===== config.mk =====
export PLATFORM = sky130hd
export DESIGN_NAME = shift_register_8b_piso_tx_flat
export DESIGN_NICKNAME = d
export VERILOG_FILES = /design/src/rtl/shift_register_8b_piso_tx_pkg.sv /design/src/rtl/shift_register_8b_piso_tx_if.sv /design/src/rtl/shift_register_8b_piso_tx_piso_bit_counter.sv /design/src/rtl/shift_register_8b_piso_tx.sv /design/src/flat_wrapper.sv
export SDC_FILE = /design/constraint.sdc
export NUM_CORES = 1
export LEC_CHECK = 0
export ABC_AREA = 1
export CAP_MARGIN = 5
export CORE_AREA = 10 10 50 52
export DETAILED_ROUTE_END_ITERATION = 7
export DIE_AREA = 0 0 60 62
export HOLD_SLACK_MARGIN = 0.08
export PLACE_DENSITY = 0.76
export SLEW_MARGIN = 0
export SYNTH_ARGS = -nofsm -noshare
export SYNTH_HDL_FRONTEND = slang
export SYNTH_SLANG_ARGS = --single-unit

===== constraint.sdc =====
create_clock -name clk -period 2.07 [get_ports clk]
set_input_delay 0.207 -clock clk [delete_from_list [all_inputs] [get_ports clk]]
set_output_delay 0.207 -clock clk [all_outputs]
set_load 0.01 [all_outputs]

===== src/rtl/shift_register_8b_piso_tx_pkg.sv =====
// Shared types and constants for the PISO serializer.
// Holds the FSM state encoding and the default frame width.
package shift_register_8b_piso_tx_pkg;

  localparam int DEFAULT_WIDTH = 8;

  typedef logic [0:0] state_t;

  localparam state_t ST_IDLE  = 1'b0;
  localparam state_t ST_SHIFT = 1'b1;

  function automatic int cnt_width(input int width);
    return (width < 2) ? 1 : $clog2(width);
  endfunction

endpackage


===== src/rtl/shift_register_8b_piso_tx_if.sv =====
// Parallel-in handshake plus serial-out bundle of the PISO serializer.
// The master offers words and drives the bit-rate enable; the slave is the serializer.
interface shift_register_8b_piso_tx_if
  import shift_register_8b_piso_tx_pkg::*;
#(
  parameter int WIDTH = DEFAULT_WIDTH
);

  logic [WIDTH-1:0] din;
  logic             din_valid;
  logic             din_ready;
  logic             shift_en;
  logic             s_out;
  logic             s_valid;
  logic             frame_done;

  modport master (
    output din, din_valid, shift_en,
    input  din_ready, s_out, s_valid, frame_done
  );

  modport slave (
    input  din, din_valid, shift_en,
    output din_ready, s_out, s_valid, frame_done
  );

endinterface


===== src/rtl/shift_register_8b_piso_tx_piso_bit_counter.sv =====
// Bit position counter for one frame: clears on command, saturates at the last bit.
// tc flags the final bit position (WIDTH-1).
module piso_bit_counter
  import shift_register_8b_piso_tx_pkg::*;
#(
  parameter int WIDTH = DEFAULT_WIDTH
) (
  input  logic clk,
  input  logic reset,
  input  logic clear,
  input  logic enable,
  output logic tc
);

  localparam int                CNT_W = cnt_width(WIDTH);
  localparam logic [CNT_W-1:0] LAST  = CNT_W'(WIDTH - 1);

  logic [CNT_W-1:0] count_q;
  logic [CNT_W-1:0] count_d;

  assign tc = (count_q == LAST);

  always_comb begin
    count_d = count_q;
    if (clear) begin
      count_d = '0;
    end else if (enable && !tc) begin
      count_d = count_q + 1'b1;
    end
  end

  always_ff @(posedge clk) begin
    if (reset) begin
      count_q <= '0;
    end else begin
      count_q <= count_d;
    end
  end

endmodule


===== src/rtl/shift_register_8b_piso_tx.sv =====
// Parallel-in serial-out transmitter: captures a word on handshake and shifts it out
// one bit per enabled cycle, reloading in the last-bit cycle for gapless frames.
module shift_register_8b_piso_tx
  import shift_register_8b_piso_tx_pkg::*;
#(
  parameter int WIDTH     = DEFAULT_WIDTH,
  parameter bit MSB_FIRST = 1'b1
) (
  input  logic                       clk,
  input  logic                       reset,
  shift_register_8b_piso_tx_if.slave bus
);

  localparam int OUT_BIT = MSB_FIRST ? WIDTH - 1 : 0;

  state_t           state_q;
  state_t           state_d;
  logic [WIDTH-1:0] shreg_q;
  logic [WIDTH-1:0] shreg_d;
  logic [WIDTH-1:0] shifted;

  logic in_shift;
  logic advance;
  logic last_bit;
  logic frame_done;
  logic din_ready;
  logic transfer;

  assign in_shift   = (state_q == ST_SHIFT);
  assign advance    = in_shift & bus.shift_en;
  // Reset wins over an in-flight frame, so the final-bit strobe is suppressed too.
  assign frame_done = advance & last_bit & ~reset;
  assign din_ready  = ~in_shift | frame_done;
  assign transfer   = bus.din_valid & din_ready;

  assign bus.din_ready  = din_ready;
  assign bus.frame_done = frame_done;
  assign bus.s_valid    = in_shift;
  assign bus.s_out      = in_shift & shreg_q[OUT_BIT];

  genvar gi;
  generate
    for (gi = 0; gi < WIDTH; gi++) begin : g_shift
      if (MSB_FIRST) begin : g_msb
        if (gi == 0) begin : g_fill
          assign shifted[gi] = 1'b0;
        end else begin : g_move
          assign shifted[gi] = shreg_q[gi-1];
        end
      end else begin : g_lsb
        if (gi == WIDTH - 1) begin : g_fill
          assign shifted[gi] = 1'b0;
        end else begin : g_move
          assign shifted[gi] = shreg_q[gi+1];
        end
      end
    end
  endgenerate

  piso_bit_counter #(
    .WIDTH (WIDTH)
  ) u_bit_counter (
    .clk    (clk),
    .reset  (reset),
    .clear  (transfer | frame_done),
    .enable (advance),
    .tc     (last_bit)
  );

  always_comb begin
    state_d = state_q;
    shreg_d = shreg_q;
    if (transfer) begin
      state_d = ST_SHIFT;
      shreg_d = bus.din;
    end else begin
      if (advance) begin
        shreg_d = shifted;
      end
      if (frame_done) begin
        state_d = ST_IDLE;
      end
    end
  end

  always_ff @(posedge clk) begin
    if (reset) begin
      state_q <= ST_IDLE;
      shreg_q <= '0;
    end else begin
      state_q <= state_d;
      shreg_q <= shreg_d;
    end
  end

endmodule


===== src/flat_wrapper.sv =====
// flat-port wrapper written by rule: the top's interface ports become plain ports
module shift_register_8b_piso_tx_flat import shift_register_8b_piso_tx_pkg::*;
#(
  parameter int WIDTH     = DEFAULT_WIDTH,
  parameter bit MSB_FIRST = 1'b1
)
  (clk, reset, bus_din, bus_din_valid, bus_shift_en, bus_din_ready, bus_s_out, bus_s_valid, bus_frame_done);
  shift_register_8b_piso_tx_if #(.WIDTH(WIDTH)) bus_i ();
  input  logic clk;
  input  logic reset;
  input wire logic [$bits(bus_i.din)-1:0] bus_din;
  input wire logic [$bits(bus_i.din_valid)-1:0] bus_din_valid;
  input wire logic [$bits(bus_i.shift_en)-1:0] bus_shift_en;
  output wire logic [$bits(bus_i.din_ready)-1:0] bus_din_ready;
  output wire logic [$bits(bus_i.s_out)-1:0] bus_s_out;
  output wire logic [$bits(bus_i.s_valid)-1:0] bus_s_valid;
  output wire logic [$bits(bus_i.frame_done)-1:0] bus_frame_done;
  assign bus_i.din = bus_din;
  assign bus_i.din_valid = bus_din_valid;
  assign bus_i.shift_en = bus_shift_en;
  assign bus_din_ready = bus_i.din_ready;
  assign bus_s_out = bus_i.s_out;
  assign bus_s_valid = bus_i.s_valid;
  assign bus_frame_done = bus_i.frame_done;
  shift_register_8b_piso_tx #(.WIDTH(WIDTH), .MSB_FIRST(MSB_FIRST)) u_core (.clk(clk), .reset(reset), .bus(bus_i));
endmodule

Yosys cells after proc, flatten, opt, wreduce, memory -nomap -nowiden --
Index checks and enable logic that the tools add are counted.
Operators by class: $add $sub $neg 1, equality and inequality tests 1, muxes and demuxes 4, bitwise gates (word level) 9, reduce and logical (&&, ||, !) cells 5
Operator list (count):
- 8-bit 2-to-1 mux | 2
- 1-bit AND | 5
- 2-bit nonzero test | 2
- 3-bit by 1-bit adder with 3-bit output, second input constant | 1
- 3-bit == test, second input constant | 1
- 1-bit 2-to-1 mux | 2
- 1-bit inverter | 2
- 1-bit bitwise OR | 2
- 2-bit OR reduction | 1
- 1-bit logical AND | 1
- 1-bit logical NOT | 1
Storage, ports and cells: register bits after elaboration 12, input bits 12, output and inout bits 4, word-level logic and storage cells 23

Logic depth before layout (Yosys ltp) --
depth after elaboration 7, mapped depth 11, depth with buffers taken out 11

By module --
Synthesis repeated with hierarchy kept, for this count alone.
Second synthesis, totals: cell total of the unflattened synthesis 103, area, all modules 683.2 µm²
By module, submodules not included:
- shift_register_8b_piso_tx | times used 1, cells each 80, area each 524.3 µm², sequential area each 180.2 µm²
- piso_bit_counter | times used 1, cells each 23, area each 158.9 µm², sequential area each 60.1 µm²

Worst setup path after synthesis --
No wires, ideal clock.
path type reg2reg, start point register u_core.u_bit_counter.count_q[0], end point register u_core.shreg_q[1], library setup time 0.109 ns, arrival 1.239 ns, required time 1.961 ns, path slack 0.722 ns, stages on the path, launching flop included 12, buffers on the path 1, period minus slack after synthesis 1.348 ns, cell sequence dfxtp_1 ha_1 ha_1 inv_2 nor2_2 nand2_4 nand2_4 buf_12 nand3_2 nand3_1 nand2_1 inv_1
On the way: cells in the longest elaborated chain, start to end 6, elaborated cells on any way between the ends 7, classes of those cells eq/ne: 1; mux: 1; bitwise: 4; reduce/logical: 1
Ends and longest elaborated chain:
- start, declared | RTL line shift_register_8b_piso_tx_piso_bit_counter.sv:18 | logic [CNT_W-1:0] count_q;
- start signal, assigned | RTL line shift_register_8b_piso_tx_piso_bit_counter.sv:36 | count_q <= count_d;
- 3-bit == test (*) | RTL line shift_register_8b_piso_tx_piso_bit_counter.sv:21 | assign tc = (count_q == LAST);
- 1-bit AND (*) (2 in series) | RTL line shift_register_8b_piso_tx.sv:32 | assign frame_done = advance & last_bit & ~reset;
- 1-bit bitwise OR (*) | RTL line shift_register_8b_piso_tx.sv:33 | assign din_ready = ~in_shift | frame_done;
- named net bus_din_ready | RTL line flat_wrapper.sv:14 | output wire logic [$bits(bus_i.din_ready)-1:0] bus_din_ready;
- 1-bit AND (*) | RTL line shift_register_8b_piso_tx.sv:34 | assign transfer = bus.din_valid & din_ready;
- 8-bit 2-to-1 mux or 2-bit nonzero test (tied branches)
- end signal, assigned | RTL line shift_register_8b_piso_tx.sv:92 | shreg_q <= shreg_d;
- end, declared | RTL line shift_register_8b_piso_tx.sv:18 | logic [WIDTH-1:0] shreg_q;
The timed path passes the listed nets; every way through them passes the cells marked *. A chain may end at the register's enable or synchronous reset.

Worst setup path in the final report --
start point register u_core.state_q (netlist: u_core.bus.s_valid), end point output port bus_s_out
On the way: cells in the longest elaborated chain, start to end 1
Ends and longest elaborated chain:
- start, declared | RTL line shift_register_8b_piso_tx.sv:16 | state_t state_q;
- start signal, assigned | RTL line shift_register_8b_piso_tx.sv:91 | state_q <= state_d;
- 1-bit AND | RTL line shift_register_8b_piso_tx.sv:39 | assign bus.s_out = in_shift & shreg_q[OUT_BIT];
- end, declared | RTL line flat_wrapper.sv:15 | output wire logic [$bits(bus_i.s_out)-1:0] bus_s_out;
Every way passes these cells.

==> results.md <==
- Antenna cells: 0
- Total Power: 0.554 mW
- Via count: 693
- Drt pass-1 iters: 4
- Sink Count: 12
- Grt peak-use layer: met2
- Synthesized area: 754 sq um
- Layout Cells excl Fill: around 140
- Hold_buf cts: 0
- Number of CTS-inserted buffers: 3
- H-tree levels: 1
- Final ANT Viol Nets: 0
- Post-synthesis mux area share: 0
- Global-route wire length before repair: 2.79 mm
- Synth Area in Compound Gates: 0.0995
- Final hold violation count: 0
- Dpl cell area: 905 sq um
- Power Density: 586 nW/um^2
- Chip width: 60 microns
- Routability-driven placement congestion ratio: 0.795
- Die H: approximately 62 microns
- Yosys warns: 0
- Max Freq: approximately 0.56 GHz
- Worst Skew: 0.00722 ns
- FF-to-FF End: u_core.shreg_q[5]$_SDFFE_PP0P_
- Hold Path Depth: 2
- DRC: 0
- Max_cap viols: 0
- Post-synthesis sequential area ratio: 0.318
- Worst hold start: u_core.u_bit_counter.count_q[1]$_SDFFE_PP0P_
- Wire per inst: 12.0 microns
- Synth cell types: 19
- Hold crit path type: flop to flop
- Post-layout min period: 1.79 ns
- Layout cells sized above 1: 0.178
- R2r worst-path depth: 12
- CP Class: flop to output pin
- Starting DRC count in detailed routing: 12
- Crit path required time: 1.86 ns
- Flop2flop setup slack: 0.46 ns
- Worst vdd ir: about 270 uV
- Critical path peak fanout: 9
- DP HPWL: 1.19 mm
- Critical path arrival: around 1.6 ns
- Slew margin rel.: 0.795
- Design area: 946 sq um
- Clock Tree Buf Depth: 2
- Core ar.: 1610 sq um
- Outcome: completed
- Critical path launch point type: flop
- Row cnt: 15
- M2 GR Usage: 0.162
- GRT Total Usage: 0.0985
- Post-DR vias/cell: between 5 and 6
- M3 GR Usage: 0.0427
- Final Core Density: 0.586
- R2R Path Start: u_core.u_bit_counter.count_q[0]$_SDFFE_PP0P_
- Initial Util: 0.467
- Area delta synth->final: 25.4%
- Post-Synth XOR/XNOR Area: 0
- Initial antenna violation count: 0
- Yosys top cell area share: 0.318
- Layout Nets: 133
- Syn nets: about 110
- Crit. End Element: output pin
- Vias in the first global route: 658
- Synthesized instance count: 100
- Tightest Pin Transition: just over 0.3 ns
- Main combinational cell family by area after synthesis: simple AND/OR/NAND/NOR gates
- Largest net degree at the start of global routing: 16
- WHS Endpoint: u_core.u_bit_counter.count_q[1]$_SDFFE_PP0P_
- Placed cells: 131
- Fin Hold WS: approximately 0.47 ns
- DP Worst Slack: 0.215 ns
- Clk slew on worst S/H paths: 0.09 ns
- Top cells by area, synth: dfxtp_1 (32%), nand2_1 (10%), nand3_2 (9.3%)
- Max-slew violation count: 0
- Post-Synth Adder-Cell Area: 0.0332
- Port Buf Inserts: 15
- CTS root buf: clkbuf_4
- Met1 Resource Use GR: 0.100
- TritonCTS clock tree: yes
- Ports: 16
- Dominant cell type by area after synthesis: dfxtp_1
- RSZ-0062 raised after global routing: false
- DIE AREA: 3720 sq um
- Final Setup Violations: 0
- GRT Residual Overflow: 0
- Pleak: 0.472 nW
- Synth Area in Simple Gates: 0.390
- Mean Syn Cell Area: 7.54 sq um
- Flops & latches, synth: 12
- Worst Setup Slack, final: between 0.2 and 0.3 ns
- Worst-Skew Late Latency: between 0.2 and 0.3 ns
- Setup TNS: 0 ns
- Crit share post-route: 0.866
- Drt total wl: 1.62 mm
==> critical path, cell delays in order (launching register included) <==
cell and delay, ns:
dfxtp_1 0.44, buf_4 0.21, nand2_1 0.07, inv_1 0.05
clkdlybuf4s50_1 0.53
==> synthesized netlist by cell type (all sizes together) <==
library cell / n
ha: 2
buf: 4
o211ai: 6
nor2: 7
nand2: 24
inv: 19
nand3: 19
a21oi: 6
dfxtp: 12
or2: 1
==> state kept, by name (all words and copies together) (netlist names) <==
name,flops
u_core.u_bit_counter.count_q,3
u_core.shreg_q,8
u_core.bus.s_valid,1
==> routing by layer <==
layer  share of wire  wire length [microns]
met4           0.019                     31
met5               0                      0
met3           0.075                    122
met2            0.49                    787
met1            0.42                    680
==> final cells by class <==
cell class	count	area, sq um
Clock buffer	4	36.3
Fill cell	159	668
Inverter	19	76.3
Multi-Input combinational cell	65	394
Sequential cell	12	240
Tap cell	17	21.3
Timing Repair Buffer	18	178
==> how the worst max path moves through the flow <==
stage	cells past startpoint	slack [ns]	to	startpoint
after floorplan	11	0.72	u_core.shreg_q[1]$_SDFFE_PP0P_	u_core.u_bit_counter.count_q[0]$_SDFFE_PP0P_
after global placement	6	0.22	bus_din_ready	bus_shift_en
after detailed placement	6	0.22	bus_din_ready	bus_shift_en
after CTS	7	0.06	bus_din_ready	u_core.u_bit_counter.count_q[0]$_SDFFE_PP0P_
after global routing	4	0.20	bus_s_out	u_core.bus.s_valid$_SDFFE_PP0P_
final	4	0.28	bus_s_out	u_core.bus.s_valid$_SDFFE_PP0P_
==> repair_timing <==
action                     in CTS  in global routing
setup endpoints to repair       0                  2
resized for setup               0                  2
buffers inserted                0                  0
==> logic make-up (layout without fill, tap and decap cells) <==
family	count (synthesis)	after routing
AND/OR/NAND/NOR	51	51
buffers and inverters	23	41
AO/OA/AOI/OAI	12	12
flip-flops	12	12
adder cells (fa/ha/maj)	2	2
==> placed cells by master, fill, tap and decap left out, drive strengths merged <==
master	Yosys	final
nand2	24	24
inv	19	19
nand3	19	19
clkdlybuf4s50	0	13
dfxtp	12	12
nor2	7	7
a21oi	6	6
o211ai	6	6
clkbuf	0	4
buf	4	3
ha	2	2
dlymetal6s2s	0	2
or2	1	1
==> power breakdown <==
part / internal [mW] / leakage, nW / switching (mW)
Sequential: 0.243 / 0.0984 / 0.00818
Combinational: 0.0506 / 0.353 / 0.0559
Clock: 0.107 / 0.0210 / 0.0897
Power figures use the tool's default switching activity.
